**config.mk**
```make
export PLATFORM = sky130hd
export DESIGN_NAME = imem_boot_loader_flat
export DESIGN_NICKNAME = d
export VERILOG_FILES = /design/src/rtl/imem_boot_loader_if.sv /design/src/rtl/imem_boot_loader.sv /design/src/flat_wrapper.sv
export SDC_FILE = /design/constraint.sdc
export NUM_CORES = 1
export LEC_CHECK = 0
export CAP_MARGIN = 10
export CORE_ASPECT_RATIO = 0.9
export CORE_UTILIZATION = 40
export CTS_BUF_LIST = sky130_fd_sc_hd__clkbuf_2 sky130_fd_sc_hd__clkbuf_4 sky130_fd_sc_hd__clkbuf_8
export CTS_CLUSTER_SIZE = 24
export DETAILED_ROUTE_END_ITERATION = 10
export GPL_ROUTABILITY_DRIVEN = 0
export SYNTH_ARGS = -nofsm -noshare
export SYNTH_HDL_FRONTEND = slang
export SYNTH_SLANG_ARGS = --single-unit
```
**constraint.sdc**
```tcl
create_clock -name clock -period 2 [get_ports clock]
set_input_delay 0.2 -clock clock [delete_from_list [all_inputs] [get_ports clock]]
set_output_delay 0.2 -clock clock [all_outputs]
set_load 0.03 [all_outputs]
```
**src/rtl/imem_boot_loader_if.sv**
```systemverilog
// ---------------------------------------------------------------------------
// imem_boot_loader_if
// Bundles the boot-loader byte stream and its instruction-memory write port.
//   byte_in    : stream data byte (source -> loader)
//   byte_valid : byte_in is valid this cycle (source -> loader)
//   byte_ready : loader can accept a byte this cycle (loader -> source)
//   imem_we    : instruction-memory write strobe (loader -> memory)
//   imem_addr  : instruction-memory word address (loader -> memory)
//   imem_wdata : assembled 32-bit instruction word (loader -> memory)
// master = stream source / memory side, slave = the loader itself.
// ---------------------------------------------------------------------------
interface imem_boot_loader_if #(
  parameter int ADDR_W = 8
) ();
  logic [7:0]        byte_in;
  logic              byte_valid;
  logic              byte_ready;
  logic              imem_we;
  logic [ADDR_W-1:0] imem_addr;
  logic [31:0]       imem_wdata;

  modport master (
    output byte_in,
    output byte_valid,
    input  byte_ready,
    input  imem_we,
    input  imem_addr,
    input  imem_wdata
  );

  modport slave (
    input  byte_in,
    input  byte_valid,
    output byte_ready,
    output imem_we,
    output imem_addr,
    output imem_wdata
  );
endinterface

```
**src/rtl/imem_boot_loader.sv**
```systemverilog
// ---------------------------------------------------------------------------
// imem_boot_loader
// Boot-time loader in front of the CPU instruction memory. Receives an image
// (16-bit big-endian word count, then count x 4 bytes) over a valid/ready
// byte stream, packs big-endian 32-bit words and writes them to consecutive
// word addresses starting at 0. The CPU is held in reset until the whole
// image has been written.
// Ports:
//   clock        : system clock, rising edge
//   reset        : asynchronous active-low reset
//   start        : one-cycle pulse, starts a load from IDLE/DONE/ERROR
//   bus          : byte stream + instruction-memory write port (slave view)
//   cpu_hold     : 1 = keep the CPU in reset
//   busy         : load in progress (LEN_HI, LEN_LO, DATA, WRITE)
//   done         : level, image loaded successfully
//   error        : level, length field was 0 or larger than memory
//   words_loaded : words written during the current load
// ---------------------------------------------------------------------------
module imem_boot_loader #(
  parameter int ADDR_W = 8
) (
  input  logic              clock,
  input  logic              reset,
  input  logic              start,
  imem_boot_loader_if.slave bus,
  output logic              cpu_hold,
  output logic              busy,
  output logic              done,
  output logic              error,
  output logic [ADDR_W:0]   words_loaded
);

  localparam int unsigned CAPACITY = 2 ** ADDR_W;

  typedef enum logic [2:0] {
    S_IDLE,
    S_LEN_HI,
    S_LEN_LO,
    S_DATA,
    S_WRITE,
    S_DONE,
    S_ERROR
  } state_t;

  state_t            state_q, state_d;
  logic [7:0]        len_hi_q, len_hi_d;
  logic [15:0]       length_q, length_d;
  logic [1:0]        idx_q, idx_d;
  logic [31:0]       word_q, word_d;
  logic [ADDR_W:0]   words_loaded_q, words_loaded_d;
  logic              imem_we_q, imem_we_d;
  logic [ADDR_W-1:0] imem_addr_q, imem_addr_d;
  logic [31:0]       imem_wdata_q, imem_wdata_d;
  logic              byte_ready_q, byte_ready_d;
  logic              busy_q, busy_d;
  logic              cpu_hold_q, cpu_hold_d;
  logic              done_q, done_d;
  logic              error_q, error_d;

  logic              xfer;
  logic [15:0]       len_full;
  logic [ADDR_W:0]   wl_inc;
  logic              len_bad;
  logic              last_word;

  // A byte moves only when the registered ready meets valid on the same edge.
  assign xfer      = bus.byte_valid & byte_ready_q;
  assign len_full  = {len_hi_q, bus.byte_in};
  assign len_bad   = (len_full == 16'd0) || (32'(len_full) > CAPACITY);
  assign wl_inc    = words_loaded_q + (ADDR_W+1)'(1);
  assign last_word = (32'(wl_inc) == 32'(length_q));

  always_comb begin
    state_d        = state_q;
    len_hi_d       = len_hi_q;
    length_d       = length_q;
    idx_d          = idx_q;
    word_d         = word_q;
    words_loaded_d = words_loaded_q;
    imem_we_d      = 1'b0;
    imem_addr_d    = imem_addr_q;
    imem_wdata_d   = imem_wdata_q;
    cpu_hold_d     = cpu_hold_q;
    done_d         = done_q;
    error_d        = error_q;

    case (state_q)
      S_IDLE, S_DONE, S_ERROR: begin
        if (start) begin
          state_d        = S_LEN_HI;
          cpu_hold_d     = 1'b1;
          done_d         = 1'b0;
          error_d        = 1'b0;
          words_loaded_d = '0;
        end
      end

      S_LEN_HI: begin
        if (xfer) begin
          len_hi_d = bus.byte_in;
          state_d  = S_LEN_LO;
        end
      end

      S_LEN_LO: begin
        if (xfer) begin
          length_d = len_full;
          if (len_bad) begin
            state_d = S_ERROR;
            error_d = 1'b1;
          end else begin
            state_d = S_DATA;
            idx_d   = 2'd0;
          end
        end
      end

      S_DATA: begin
        if (xfer) begin
          case (idx_q)
            2'd0:    word_d[31:24] = bus.byte_in;
            2'd1:    word_d[23:16] = bus.byte_in;
            2'd2:    word_d[15:8]  = bus.byte_in;
            default: word_d[7:0]   = bus.byte_in;
          endcase
          idx_d = idx_q + 2'd1;
          // Fourth byte: the write strobe is registered so it appears
          // exactly in the WRITE cycle with the completed word.
          if (idx_q == 2'd3) begin
            state_d      = S_WRITE;
            imem_we_d    = 1'b1;
            imem_addr_d  = words_loaded_q[ADDR_W-1:0];
            imem_wdata_d = word_d;
          end
        end
      end

      S_WRITE: begin
        words_loaded_d = wl_inc;
        if (last_word) begin
          state_d    = S_DONE;
          done_d     = 1'b1;
          cpu_hold_d = 1'b0;
        end else begin
          state_d = S_DATA;
          idx_d   = 2'd0;
        end
      end

      default: state_d = S_IDLE;
    endcase

    // Ready and busy are registered from the next state so they line up
    // with the state they describe and have no path from byte_valid.
    byte_ready_d = (state_d == S_LEN_HI) || (state_d == S_LEN_LO) ||
                   (state_d == S_DATA);
    busy_d       = byte_ready_d || (state_d == S_WRITE);
  end

  always_ff @(posedge clock or negedge reset) begin
    if (!reset) begin
      state_q        <= S_IDLE;
      len_hi_q       <= '0;
      length_q       <= '0;
      idx_q          <= '0;
      word_q         <= '0;
      words_loaded_q <= '0;
      imem_we_q      <= 1'b0;
      imem_addr_q    <= '0;
      imem_wdata_q   <= '0;
      byte_ready_q   <= 1'b0;
      busy_q         <= 1'b0;
      cpu_hold_q     <= 1'b1;
      done_q         <= 1'b0;
      error_q        <= 1'b0;
    end else begin
      state_q        <= state_d;
      len_hi_q       <= len_hi_d;
      length_q       <= length_d;
      idx_q          <= idx_d;
      word_q         <= word_d;
      words_loaded_q <= words_loaded_d;
      imem_we_q      <= imem_we_d;
      imem_addr_q    <= imem_addr_d;
      imem_wdata_q   <= imem_wdata_d;
      byte_ready_q   <= byte_ready_d;
      busy_q         <= busy_d;
      cpu_hold_q     <= cpu_hold_d;
      done_q         <= done_d;
      error_q        <= error_d;
    end
  end

  assign bus.byte_ready = byte_ready_q;
  assign bus.imem_we    = imem_we_q;
  assign bus.imem_addr  = imem_addr_q;
  assign bus.imem_wdata = imem_wdata_q;
  assign cpu_hold       = cpu_hold_q;
  assign busy           = busy_q;
  assign done           = done_q;
  assign error          = error_q;
  assign words_loaded   = words_loaded_q;

endmodule

```
**src/flat_wrapper.sv**
```systemverilog
// flat-port wrapper written by rule: the top's interface ports become plain ports
module imem_boot_loader_flat 
#(
  parameter int ADDR_W = 8
)
  (clock, reset, start, cpu_hold, busy, done, error, words_loaded, bus_byte_in, bus_byte_valid, bus_byte_ready, bus_imem_we, bus_imem_addr, bus_imem_wdata);
  imem_boot_loader_if #(.ADDR_W(ADDR_W)) bus_i ();
  input  logic clock;
  input  logic reset;
  input  logic start;
  output logic cpu_hold;
  output logic busy;
  output logic done;
  output logic error;
  output logic [ADDR_W:0] words_loaded;
  input wire logic [$bits(bus_i.byte_in)-1:0] bus_byte_in;
  input wire logic [$bits(bus_i.byte_valid)-1:0] bus_byte_valid;
  output wire logic [$bits(bus_i.byte_ready)-1:0] bus_byte_ready;
  output wire logic [$bits(bus_i.imem_we)-1:0] bus_imem_we;
  output wire logic [$bits(bus_i.imem_addr)-1:0] bus_imem_addr;
  output wire logic [$bits(bus_i.imem_wdata)-1:0] bus_imem_wdata;
  assign bus_i.byte_in = bus_byte_in;
  assign bus_i.byte_valid = bus_byte_valid;
  assign bus_byte_ready = bus_i.byte_ready;
  assign bus_imem_we = bus_i.imem_we;
  assign bus_imem_addr = bus_i.imem_addr;
  assign bus_imem_wdata = bus_i.imem_wdata;
  imem_boot_loader #(.ADDR_W(ADDR_W)) u_core (.clock(clock), .reset(reset), .start(start), .bus(bus_i), .cpu_hold(cpu_hold), .busy(busy), .done(done), .error(error), .words_loaded(words_loaded));
endmodule
```
Word-level counts from Yosys, hierarchy flattened
Cells that the tools add are included.
Storage, ports and cells
  bits of input ports: 12
  memories: 0
  bits in latches: 0
  memory bits (writable): 0
  memory bits (read-only): 0
  register bits after elaboration: 116
Cells by class
  reduce and logical (&&, ||, !) cells: 20
  magnitude comparators: 1
  shift-type cells: 0
  multiply operators: 0
  bitwise gates (word level): 1
  equality and inequality tests: 21
  add/sub/neg operators: 2
  mux-type cells: 31
  divide/modulo/power cells: 0
Operators with widths (number)
  8-bit 2-to-1 mux: 4
  3-bit 2-to-1 mux: 7
  9-bit one-hot mux with 2 select lines: 1
  9-bit by 16-bit == test with 1-bit output: 1
  16-bit by 9-bit > comparator with 1-bit output (second input constant): 1
  16-bit zero test: 1
  3-bit one-hot mux with 5 select lines: 1
  3-bit by 2-bit == test with 1-bit output (second input constant): 4
  3-bit == test (second input constant): 4
  9-bit by 1-bit adder with 9-bit output (second input constant): 1
  1-bit 2-to-1 mux: 9
  9-bit 2-to-1 mux: 1
  2-bit 2-to-1 mux: 4
  2-bit by 1-bit inequality test with 1-bit output (second input constant): 4
  2-bit AND reduction: 4
  3-bit by 1-bit == test with 1-bit output (second input constant): 2
  2-bit inequality test (second input constant): 3
  1-bit one-hot mux with 2 select lines: 3
  2-bit one-hot mux with 3 select lines: 1
  3-bit AND reduction: 2
  3-bit OR reduction: 2
  5-bit AND reduction: 1
  2-bit == test (second input constant): 2
  1-bit logical OR: 4
  other kinds (8): 9

Depth between registers and ports, before layout
  word-level depth: 9
  depth in mapped cells: 9

Least setup slack after synthesis
OpenSTA, ideal clock, no wires.
  path kind: reg2reg
  from: reg u_core.words_loaded_q[4], in the netlist u_core.words_loaded[4]
  to: reg u_core.state_q[2]
  data arrival time: 1.977 ns
  library setup time: 0.124 ns
  cell stages (with the launch flop): 9
  setup slack: -0.101 ns
  cells stage by stage: dfrtp_1 -> buf_2 -> and4_1 -> buf_4 -> nand4_1 -> nor4bb_1 -> a211o_1 -> and4b_4 -> or2_1
On the way
  longest elaborated chain between the ends: 4
Ends and longest elaborated chain
  start, declared: line imem_boot_loader.sv:50  | logic [ADDR_W:0] words_loaded_q, words_loaded_d;
  start signal, assigned: line imem_boot_loader.sv:182  | words_loaded_q <= words_loaded_d;
  9-bit by 1-bit adder with 9-bit output: line imem_boot_loader.sv:70  | assign wl_inc = words_loaded_q + (ADDR_W+1)'(1);
  9-bit by 16-bit == test with 1-bit output: line imem_boot_loader.sv:71  | assign last_word = (32'(wl_inc) == 32'(length_q));
  3-bit 2-to-1 mux: line imem_boot_loader.sv:140  | if (last_word) begin
  3-bit one-hot mux with 5 select lines: line imem_boot_loader.sv:87  | case (state_q)
  net u_core.state_d[2]: line imem_boot_loader.sv:45  | state_t state_q, state_d;
  end signal, assigned: line imem_boot_loader.sv:177  | state_q <= state_d;
  end, declared: line imem_boot_loader.sv:45
The timed path passes the listed nets, and every way through them passes these cells.
A chain may end at the register's enable or synchronous reset.

Final worst setup path
  from: reg u_core.words_loaded_q[1], in the netlist u_core.words_loaded[1]
  to: reg u_core.state_q[2]
Same word-level chain as after synthesis.

==> metrics.txt <==
outcome=finished clean; Leakage=2.79 nW; Worst R2R End=u_core.state_q[2]$_DFF_PN0_; drt drc=0; Synth Flop Type=dfrtp_1; number of synthesized flops with an enable pin=0; first-pass GRT wire length=17.8 mm; VDD IR max=0.000673 V; CP max FO=6; I/O pins=67; Clock Latency Late Sink=370 ps; die width=119 µm; YS warnings=0; row cnt=38; Final #Nets=554; buffers added on ports=66; Min-Delay Path Class=primary input to asynchronous set/reset pin; r2r setup slk=80 ps; via/cell ratio=5.01; DRT Wirelength=11.0 mm; crit path to=u_core.state_q[2]$_DFF_PN0_; Startpoint Class=flip-flop; via count=3,520; starting density of the core=41.1%; CTS tree=built; crit-path max cell delay=460 ps; post-layout util=52.0%; WL/cell=15.6 µm; die height=107 µm; layout cells sized above 1=23.6%; core area=12,000 µm²; post-synthesis instance total=455; Worst Tran Pin Value=414 ps; critical-path cell list=ha_4, buf_4, xnor2_2, nor4b_2, a211o_1, and4b_4, or2_1; register area share after synthesis=54.7%; Routed Antenna Nets=0; P per Cell Area=1370 nW/µm²; Final Instance Area=6250 µm²; FF-to-FF Start=u_core.words_loaded[1]$_DFFE_PN0P_; synthesis-stage register bit count=108; initial antenna violation count=0; largest net degree at the start of global routing=44; H-Tree Level Count=3; gr usage total=18.0%; FFs w/ async S/R, synth=100%; Worst EP required=2260 ps; cell area after synthesis=4940 µm²; Slew Limit Headroom=72.4%; crit path capture type=flip-flop; Final Cycle Share=96.1%; max-cap violation count=0; Max Clk Rate=0.521 GHz; syn avg cell area=10.9 µm²; synth unique cells=53; Slowest-stage cell, CP=dfrtp_2; crit path time final=1920 ps; WP data arrival=2190 ps; multi-input logic area=2130 µm²; Clock Tree Root=clkbuf_8; Syn Nets=472; hold_ws=302 ps; DRT iter0 DRCs=166; Fill cells=1,091; Synth-to-Final Area Change=26.6%; Pre-antenna DRT Iters=5; CTS Buffer Depth=2; ANT cells=0; GR Overflow Total=0; Final setup viols=0; DP Wirelength=7.85 mm; Register Area=2710 µm²; Placed Area=5950 µm²; worst clock skew=8.07 ps; cts bufs inserted=9; R2R depth=7; vias in the first global route=3,466; die area=12,800 µm²; critical path class=flip-flop to flip-flop; fin. max-slew vios=0; CTS Sinks=108; Critical path origin=u_core.words_loaded[1]$_DFFE_PN0P_; CTS clk-pin slew, worst paths=100 ps; final hold violation count=0
registers in the layout, indices dropped and copies added, names as in the netlist, 2 cells and up:
signal and cells:
u_core.length_q 16, u_core.state_q 3, u_core.words_loaded 9, u_core.bus.imem_addr 8, u_core.idx_q 2, u_core.word_q 24, u_core.bus.imem_wdata 32, u_core.len_hi_q 8
final cells by class:
| type | count | area share (%) |
|---|---|---|
| timing repair buffer | 103 | 15.5 |
| clock buffer | 13 | 2.66 |
| clock inverter | 3 | 0.720 |
| sequential | 108 | 43.3 |
| inverter | 9 | 0.540 |
| multi-input combinational | 306 | 34.1 |
| tap | 160 | 3.20 |
placed cells by master, fill, tap and decap left out, drive strengths merged, types with 3 or more instances in the layout:
cell type      instances
o31ai                  3
a21oi                  4
o21ai                 45
nand2b                 3
dfrtp                107
inv                    9
buf                   37
clkdlybuf4s50         65
nor3                   6
nand3                  7
o211ai                 3
nand2                 97
clkbuf                13
a31oi                  5
ha                     5
xor2                   6
nor4                   4
nor2                   9
mux2i                 24
xnor2                  7
mux2                  48
how the worst min path moves through the flow:
stage	from	to	cells past startpoint
detailed placement	reset	u_core.word_q[22]$_DFFE_PN0P_	1
global route	reset	u_core.word_q[22]$_DFFE_PN0P_	2
global placement	reset	u_core.word_q[22]$_DFFE_PN0P_	1
floorplan	reset	u_core.bus.byte_ready$_DFF_PN0_	0
finish	reset	u_core.word_q[22]$_DFFE_PN0P_	2
CTS	reset	u_core.word_q[22]$_DFFE_PN0P_	2
layer usage:
| layer | share of wire (%) | GRT usage (%) | wire (µm) |
|---|---|---|---|
| met5 | 0 | 0 | 0 |
| met4 | 1.1 | 4.97 | 118 |
| met3 | 3.9 | 3.34 | 432 |
| met2 | 48 | 29.5 | 5250 |
| met1 | 47 | 24.4 | 5180 |
where the power goes:
| group | leakage (nW) | switching, W | internal (W) |
|---|---|---|---|
| registers | 1.37 | 0.000580 | 0.00300 |
| clock network | 0.103 | 0.000717 | 0.000677 |
| logic | 1.32 | 0.00182 | 0.00175 |
through the flow:
stage | cells | worst slack [ps] | power (W) | setup TNS, ps
5_1_grt | 702 | -1.41 | 0.00908 | -1.41
3_5_place_dp | 685 | -300 | 0.00715 | -1280
4_1_cts | 702 | 14.0 | 0.00856 | 0
2_1_floorplan | 455 | -5.48 | 0.00583 | -5.48
6_report | 702 | 78.9 | 0.00855 | 0
3_3_place_gp | 685 | -284 | 0.00702 | -1150
Yosys cell counts, drive strengths merged, types with 2 or more instances:
library cell  number  area, µm²
dfrtp            107       2680
nand2             97        364
mux2              48        541
o21ai             45        229
mux2i             24        240
buf               20        110
clkbuf            12       45.0
inv                9       33.8
nor2               9       33.8
nand3              7       35.0
xnor2              7       61.3
nor3               6       40.0
xor2               6       52.6
a31oi              5       31.3
ha                 5       62.6
a21oi              4       20.0
nor4               4       25.0
nand2b             3       18.8
o211ai             3       22.5
o31ai              3       22.5
a21o               2       15.0
a22oi              2       15.0
and3               2       12.5
nor2b              2       12.5
nor3b              2       20.0
nor4bb             2       20.0
or2                2       12.5
or4                2       18.8
timing repair:
item / 4_1_cts / 5_1_grt
hold endpoints to repair: 27 / 0
hold buffers: 1 / 0
resized for setup: 2 / 14
setup endpoints to repair: 2 / 8
pin swaps: 0 / 4
setup buffers: 0 / 0
critical path, delay by kind of cell (launching register included):
kind / cells / cell delay, ps
AND/OR/NAND/NOR: 3 / 530
flip-flops: 1 / 460
AO/OA/AOI/OAI: 1 / 310
adder cells (fa/ha/maj): 1 / 190
XOR/XNOR: 1 / 170
buffers and inverters: 1 / 160
cells by family (layout without fill, tap and decap cells):
group                      count (synthesis)  after routing  share of synthesized area (%)
and+or+nand+nor                          145            145                           13.6
AOI/OAI and AO/OA                         70             70                           8.28
DFF                                      108            108                           54.7
adders and majority gates                  6              6                           1.47
buffers and inverters                     41            128                           3.82
muxes                                     72             72                           15.8
xor gates and xnor gates                  13             13                           2.30
Power figures use the tool's default switching activity.
